$ cat src/rtl/riscv_wb.sv
// ============================================================================
// Module   : riscv_wb
// Purpose  : RISC-V write-back stage: load alignment, register-file write and
//            data-access fault detection with bus-response stall control.
// Revision : 1.0
// ============================================================================
`default_nettype none

package riscv_pkg;
  localparam int EXCEPTION_SIZE           = 16;
  localparam int CAUSE_LOAD_ACCESS_FAULT  = 5;
  localparam int CAUSE_STORE_ACCESS_FAULT = 7;
endpackage

module riscv_wb
  import riscv_pkg::*;
#(
  parameter int              XLEN         = 32,
  parameter logic [XLEN-1:0] PC_INIT      = 'h200,
  parameter int              DMEM_TIMEOUT = 64
) (
  input  logic                      clk,
  input  logic                      rstn,
  input  logic [XLEN-1:0]           mem_pc,
  input  logic [XLEN-1:0]           mem_instr,
  input  logic                      mem_bubble,
  input  logic [EXCEPTION_SIZE-1:0] mem_exception,
  input  logic [XLEN-1:0]           mem_r,
  input  logic [XLEN-1:0]           mem_memadr,
  input  logic [XLEN-1:0]           dmem_q,
  input  logic                      dmem_ack,
  input  logic                      dmem_err,
  output logic                      wb_stall,
  output logic [XLEN-1:0]           wb_pc,
  output logic [XLEN-1:0]           wb_instr,
  output logic                      wb_bubble,
  output logic [EXCEPTION_SIZE-1:0] wb_exception,
  output logic [XLEN-1:0]           wb_badaddr,
  output logic                      wb_we,
  output logic [4:0]                wb_dst,
  output logic [XLEN-1:0]           wb_r
);

  localparam int            CW        = $clog2(DMEM_TIMEOUT + 1);
  localparam logic [CW-1:0] TMO_COUNT = CW'(DMEM_TIMEOUT);
  localparam logic [XLEN-1:0] NOP     = 'h13;

  typedef enum logic [0:0] {
    IDLE = 1'b0,
    WAIT = 1'b1
  } state_e;

  state_e                    state_q, state_d;
  logic [CW-1:0]             count_q, count_d;
  logic [XLEN-1:0]           pc_q, pc_d;
  logic [XLEN-1:0]           instr_q, instr_d;
  logic                      bubble_q, bubble_d;
  logic [EXCEPTION_SIZE-1:0] exc_q, exc_d;
  logic [XLEN-1:0]           badaddr_q, badaddr_d;
  logic                      we_q, we_d;
  logic [4:0]                dst_q, dst_d;
  logic [XLEN-1:0]           r_q, r_d;

  logic [4:0]                w_opcode;
  logic [2:0]                w_funct3;
  logic [4:0]                w_rd;
  logic                      w_is_load;
  logic                      w_is_store;
  logic                      w_has_rd;
  logic                      w_pending;
  logic                      w_timeout;
  logic                      w_stall;
  logic                      w_fault;
  logic [EXCEPTION_SIZE-1:0] w_fault_vec;
  logic [EXCEPTION_SIZE-1:0] w_exc_next;
  logic [XLEN-1:0]           w_shifted;
  logic [7:0]                w_byte;
  logic [15:0]               w_half;
  logic [XLEN-1:0]           w_load_data;

  assign w_opcode   = mem_instr[6:2];
  assign w_funct3   = mem_instr[14:12];
  assign w_rd       = mem_instr[11:7];
  assign w_is_load  = (w_opcode == 5'b00000);
  assign w_is_store = (w_opcode == 5'b01000);

  always_comb begin
    w_has_rd = 1'b0;
    case (w_opcode)
      5'b01100, 5'b00100, 5'b01101, 5'b00101,
      5'b11011, 5'b11001, 5'b00000: w_has_rd = 1'b1;
      5'b11100:                     w_has_rd = (w_funct3 != 3'b000);
      default:                      w_has_rd = 1'b0;
    endcase
  end

  // A pending exception in WB flushes the incoming access, so it never waits.
  assign w_pending = (w_is_load | w_is_store) & ~mem_bubble
                   & ~|mem_exception & ~|exc_q;
  assign w_timeout = (state_q == WAIT) & (count_q == TMO_COUNT);
  assign w_stall   = w_pending & ~dmem_ack & ~dmem_err & ~w_timeout;
  assign w_fault   = w_pending & (dmem_err | (w_timeout & ~dmem_ack));

  always_comb begin
    w_fault_vec = '0;
    if (w_fault) begin
      if (w_is_load) w_fault_vec[CAUSE_LOAD_ACCESS_FAULT]  = 1'b1;
      else           w_fault_vec[CAUSE_STORE_ACCESS_FAULT] = 1'b1;
    end
  end

  assign w_exc_next = mem_exception | w_fault_vec;

  assign w_shifted = dmem_q >> {mem_memadr[1:0], 3'b000};
  assign w_byte    = w_shifted[7:0];
  assign w_half    = mem_memadr[1] ? dmem_q[31:16] : dmem_q[15:0];

  always_comb begin
    case (w_funct3)
      3'b000:  w_load_data = {{(XLEN-8){w_byte[7]}}, w_byte};
      3'b100:  w_load_data = {{(XLEN-8){1'b0}}, w_byte};
      3'b001:  w_load_data = {{(XLEN-16){w_half[15]}}, w_half};
      3'b101:  w_load_data = {{(XLEN-16){1'b0}}, w_half};
      default: w_load_data = dmem_q;
    endcase
  end

  always_comb begin
    state_d = state_q;
    count_d = count_q;
    case (state_q)
      IDLE: begin
        count_d = '0;
        if (w_stall) state_d = WAIT;
      end
      WAIT: begin
        if (w_stall) begin
          count_d = count_q + CW'(1);
        end else begin
          state_d = IDLE;
          count_d = '0;
        end
      end
      default: begin
        state_d = IDLE;
        count_d = '0;
      end
    endcase
  end

  always_comb begin
    pc_d      = pc_q;
    instr_d   = instr_q;
    bubble_d  = bubble_q;
    exc_d     = exc_q;
    badaddr_d = badaddr_q;
    we_d      = we_q;
    dst_d     = dst_q;
    r_d       = r_q;
    if (w_stall) begin
      bubble_d = 1'b1;
      we_d     = 1'b0;
    end else begin
      pc_d     = mem_pc;
      instr_d  = mem_instr;
      bubble_d = mem_bubble;
      dst_d    = w_rd;
      r_d      = w_is_load ? w_load_data : mem_r;
      exc_d    = w_exc_next;
      we_d     = ~mem_bubble & w_has_rd & (w_rd != 5'd0) & ~|w_exc_next;
      if (w_fault) badaddr_d = mem_memadr;
      // One-cycle flush pulse: the instruction behind a trap is squashed.
      if (|exc_q) begin
        exc_d    = '0;
        we_d     = 1'b0;
        bubble_d = 1'b1;
      end
    end
  end

  always_ff @(posedge clk or negedge rstn) begin
    if (!rstn) begin
      state_q   <= IDLE;
      count_q   <= '0;
      pc_q      <= PC_INIT;
      instr_q   <= NOP;
      bubble_q  <= 1'b1;
      exc_q     <= '0;
      badaddr_q <= '0;
      we_q      <= 1'b0;
      dst_q     <= 5'd0;
      r_q       <= '0;
    end else begin
      state_q   <= state_d;
      count_q   <= count_d;
      pc_q      <= pc_d;
      instr_q   <= instr_d;
      bubble_q  <= bubble_d;
      exc_q     <= exc_d;
      badaddr_q <= badaddr_d;
      we_q      <= we_d;
      dst_q     <= dst_d;
      r_q       <= r_d;
    end
  end

  assign wb_stall     = w_stall;
  assign wb_pc        = pc_q;
  assign wb_instr     = instr_q;
  assign wb_bubble    = bubble_q;
  assign wb_exception = exc_q;
  assign wb_badaddr   = badaddr_q;
  assign wb_we        = we_q;
  assign wb_dst       = dst_q;
  assign wb_r         = r_q;

endmodule

`default_nettype wire

$ cat config.mk
export PLATFORM = sky130hd
export DESIGN_NAME = riscv_wb
export DESIGN_NICKNAME = d
export VERILOG_FILES = /design/src/rtl/riscv_wb.sv
export SDC_FILE = /design/constraint.sdc
export NUM_CORES = 1
export LEC_CHECK = 0
export ABC_AREA = 1
export BUFFER_PORTS_ARGS = -buffer_cell sky130_fd_sc_hd__clkbuf_2
export CORE_MARGIN = 3
export CORE_UTILIZATION = 42
export DETAILED_ROUTE_END_ITERATION = 8
export PLACE_DENSITY = 0.83
export SKIP_LAST_GASP = 1
export SLEW_MARGIN = 10
export SYNTH_ARGS = -nofsm -noshare
export SYNTH_HDL_FRONTEND = slang
export SYNTH_SLANG_ARGS = --single-unit
export TNS_END_PERCENT = 10
$ cat constraint.sdc
create_clock -name clk -period 1.8 [get_ports clk]
set_clock_uncertainty 0.15 [all_clocks]
set_input_delay 0.27 -clock clk [delete_from_list [all_inputs] [get_ports clk]]
set_output_delay 0.27 -clock clk [all_outputs]
set_load 0.1 [all_outputs]
==> results.json <==
{
  "setup_total_negative_slack_ns": -27.03,
  "io-pin-count": 333,
  "die_y_um": 136,
  "tightestPinTransition_ns": 0.674,
  "worstSkewPairLatency_ns": 0.43,
  "hold-path-cell-count": 5,
  "routedWlPerCell_um": 18.9,
  "finalCriticalPeriod_ns": 2.17,
  "cp-startpoint": "wb_exception[15]",
  "path_depth": 8,
  "synthDominantCellAreaShare_pct": 52.3,
  "regToRegEndpoint": "wb_instr[18]",
  "wl_met2_um": 15400,
  "port_buffers": 332,
  "route.detailed.drc": 0,
  "dpl_cell_area_um2": 9490,
  "dr.pass1.iters": 5,
  "design.core.area_um2": 16600,
  "initial_core_util_pct": 43.0,
  "place.gp.congestion": 0.915,
  "total_leakage_power_nw": 6.61,
  "postLayoutSetupSlackWorst_ns": -0.366,
  "timing.critical_path.arrival_ns": 1.75,
  "diodes": 0,
  "routedLengthMet1_um": 11100,
  "multi_input_area_um2": 3050,
  "number_of_violations_reported_at_the_end_of_detailed_routing_iteration_0": 561,
  "first_global_vias": 8541,
  "finalWirelength_um": 31100,
  "criticalPathCategory": "reg -> out",
  "cp_num_buf_inv": 2,
  "critPathLaunchType": "register",
  "seq_area_um2": 3900,
  "grt_start_max_net_pins": 52,
  "worst_path_max_delay_cell": "sky130_fd_sc_hd__dfrtp_4",
  "syn_area_per_cell_um2": 7.72,
  "finalCritPeriodShare_pct": 120,
  "cts-buffers-inserted": 17,
  "synth-warning-count": 0,
  "ff2ff_path_depth": 11,
  "slew-limit-headroom_pct": 55.3,
  "min_path_type": "in -> reg",
  "numClockSinks": 154,
  "rows": 47,
  "critical_path_peak_fanout": 2,
  "netlist_instances": 924,
  "proportion_of_layout_cells_with_a_drive_suffix_above_1_pct": 36.9,
  "timing.final.setup_violations": 155,
  "endpoint_kind": "primary output",
  "worstPathRequired_ns": 1.38,
  "syn_nets": 1107,
  "die_width_um": 136,
  "max_rail_drop_vdd_mv": 0.630,
  "mappedNetlistArea_um2": 7130,
  "place.detailed.hpwl_um": 18000,
  "pwr_density_cell_nw_per_um2": 800,
  "hold_viol": 0,
  "total_power_mw": 9.53,
  "cp-endpoint": "wb_stall",
  "fill_cells": 1116,
  "synth.top_cells.by_area": "sky130_fd_sc_hd__dfrtp_1, sky130_fd_sc_hd__nand2_1, sky130_fd_sc_hd__nand3_1, sky130_fd_sc_hd__nor2_1, sky130_fd_sc_hd__a21oi_1",
  "met3WireLength_um": 3030,
  "violations_in_the_final_reports": "setup timing",
  "timing.reg2reg.setup_slack_ns": -0.30,
  "crit_path_cell_trace": "nor2_4 -> nand2_2 -> nor2_2 -> nand2_2 -> nor2_4 -> nand2_4 -> inv_8 -> buf_12",
  "drt-vias-per-instance": 5.16,
  "route.top_layer_used": "met4",
  "preCtsSetupSlack_ns": -0.144,
  "synth_largest_area_cell": "sky130_fd_sc_hd__dfrtp_1",
  "ys_types": 27,
  "root_buffer": "sky130_fd_sc_hd__clkbuf_16",
  "synth.yosys.seq_area_share_pct": 54.1,
  "worst_path_largest_cell_delay_ns": 0.49,
  "max_cap_viols": 0,
  "area.growth.synth_to_final_pct": 67.1,
  "route.vias.total": 8506,
  "clock_tree.htree_level_count": 4,
  "slew_violations": 0,
  "status": "finished, violations left",
  "finish.net_count": 1600,
  "clkSlewWorstSetupHoldPaths_ns": 0.07,
  "maximum_number_of_buffers_from_clock_root_to_sink": 2,
  "global_route_total_overflow": 0,
  "final_design_area_no_fill_um2": 11900,
  "cts_tree": "built",
  "worstReg2RegStart": "wb_exception[15]",
  "cp_top_family": "simple AND/OR/NAND/NOR gates",
  "first_pass_grt_wire_length_um": 44900,
  "initial_antenna_violation_count": 0,
  "timing.fmax_mhz": 462,
  "grt_use_total_pct": 31.4,
  "antenna_left": 0,
  "flip_flop_and_latch_count_after_synthesis": 154,
  "dieArea_um2": 18600,
  "grt_setup_unrepaired": "true"
}
[placed cells by master (no fill, tap or decap), types with 17 or more instances in the layout]
master / Yosys / routed
sky130_fd_sc_hd__nand2_1: 430 / 400
sky130_fd_sc_hd__clkbuf_2: 0 / 328
sky130_fd_sc_hd__dfrtp_1: 149 / 133
sky130_fd_sc_hd__dlygate4sd3_1: 0 / 120
sky130_fd_sc_hd__nand3_1: 90 / 89
sky130_fd_sc_hd__nor2_1: 58 / 50
sky130_fd_sc_hd__inv_1: 46 / 46
sky130_fd_sc_hd__buf_4: 5 / 46
sky130_fd_sc_hd__a21oi_1: 38 / 38
sky130_fd_sc_hd__or2_2: 23 / 23
sky130_fd_sc_hd__clkbuf_16: 0 / 21
sky130_fd_sc_hd__nand2_2: 3 / 18
sky130_fd_sc_hd__buf_12: 0 / 17
[routing by layer]
metal	track usage [%]	vias to the layer above
met4	16.9	0
met3	10.3	123
met2	53.8	544
met1	34.6	3982
met5	0	-
li1	-	3857
[metrics by stage]
stage,hold slack (ns),instances,util (%)
CTS,0.00103,1645,70.0
floorplan,-0.176,924,-
global route,0.0133,1650,71.9
finish,0.0147,1650,71.9
global placement,0.120,1483,57.2
detailed placement,0.126,1483,57.2
[tightest hold or removal path, cell delays in order]
cell	delay (ns)
sky130_fd_sc_hd__clkbuf_2	0.08
sky130_fd_sc_hd__nand2_1	0.04
sky130_fd_sc_hd__nand2_1	0.06
sky130_fd_sc_hd__nand2_1	0.05
sky130_fd_sc_hd__nand2_1	0.05
[cells by family after synthesis]
kind of cell | after synthesis | share of synthesized area (%)
XOR/XNOR | 5 | 0.614
adder cells (fa/ha/maj) | 2 | 0.351
AND/OR/NAND/NOR | 610 | 34.9
AO/OA/AOI/OAI | 53 | 3.77
buffers and inverters | 100 | 6.23
flip-flops | 154 | 54.1
[layout make-up]
cell class / count / share of cell area, %
clock buffer: 18 / 3.69
clock inverter: 14 / 1.50
sequential: 154 / 32.8
tap: 220 / 2.31
timing repair buffer: 526 / 32.6
multi-input combinational: 670 / 25.6
inverter: 48 / 1.58
[state kept, by name, indices dropped and copies added (netlist names)]
register and count:
wb_bubble 1, count_q 7, wb_we 1, wb_exception 16, wb_badaddr 32, wb_pc 32
wb_r 32, wb_instr 32, state_q 1
[how the worst min path moves through the flow]
stage                      from              end  slack [ns]
5_1_grt        mem_exception[2]  wb_exception[2]        0.01
2_1_floorplan              rstn       count_q[0]       -0.18
3_3_place_gp               rstn          wb_r[9]        0.12
4_1_cts               mem_r[18]         wb_r[18]       0.001
3_5_place_dp               rstn          wb_r[8]        0.13
6_report              mem_r[15]         wb_r[15]        0.01
[timing repair]
action                                  in CTS  in global routing
hold endpoints to repair                   156                  0
buffers inserted                             5                  1
cloned                                       6                  4
hold buffers                               120                  0
endpoints found under the setup margin     129                154
resized for setup                           19                 60
pin swaps                                    9                 13
[power by group]
group	internal, mW	switching, mW
logic	0.588	1.49
registers	3.58	0.0866
clock network	2.15	1.63
total	6.33	3.20
[cells in the mapped netlist]
library cell               instances
sky130_fd_sc_hd__a21boi_0          1
sky130_fd_sc_hd__a21oi_1          38
sky130_fd_sc_hd__a31oi_1           1
sky130_fd_sc_hd__and3_1            1
sky130_fd_sc_hd__buf_1             1
sky130_fd_sc_hd__buf_2            22
sky130_fd_sc_hd__buf_4             5
sky130_fd_sc_hd__buf_6             3
sky130_fd_sc_hd__clkbuf_1         21
sky130_fd_sc_hd__clkinv_1          1
sky130_fd_sc_hd__dfrtp_1         149
sky130_fd_sc_hd__dfstp_2           5
sky130_fd_sc_hd__ha_1              2
sky130_fd_sc_hd__inv_1            46
sky130_fd_sc_hd__inv_2             1
sky130_fd_sc_hd__nand2_1         430
sky130_fd_sc_hd__nand2_2           3
sky130_fd_sc_hd__nand3_1          90
sky130_fd_sc_hd__nand3b_1          1
sky130_fd_sc_hd__nand4_1           2
sky130_fd_sc_hd__nor2_1           58
sky130_fd_sc_hd__nor2_4            1
sky130_fd_sc_hd__nor3_1            1
sky130_fd_sc_hd__o21ai_0          13
sky130_fd_sc_hd__or2_2            23
sky130_fd_sc_hd__xnor2_1           2
sky130_fd_sc_hd__xor2_1            3
(Power assumes the default switching activity.)
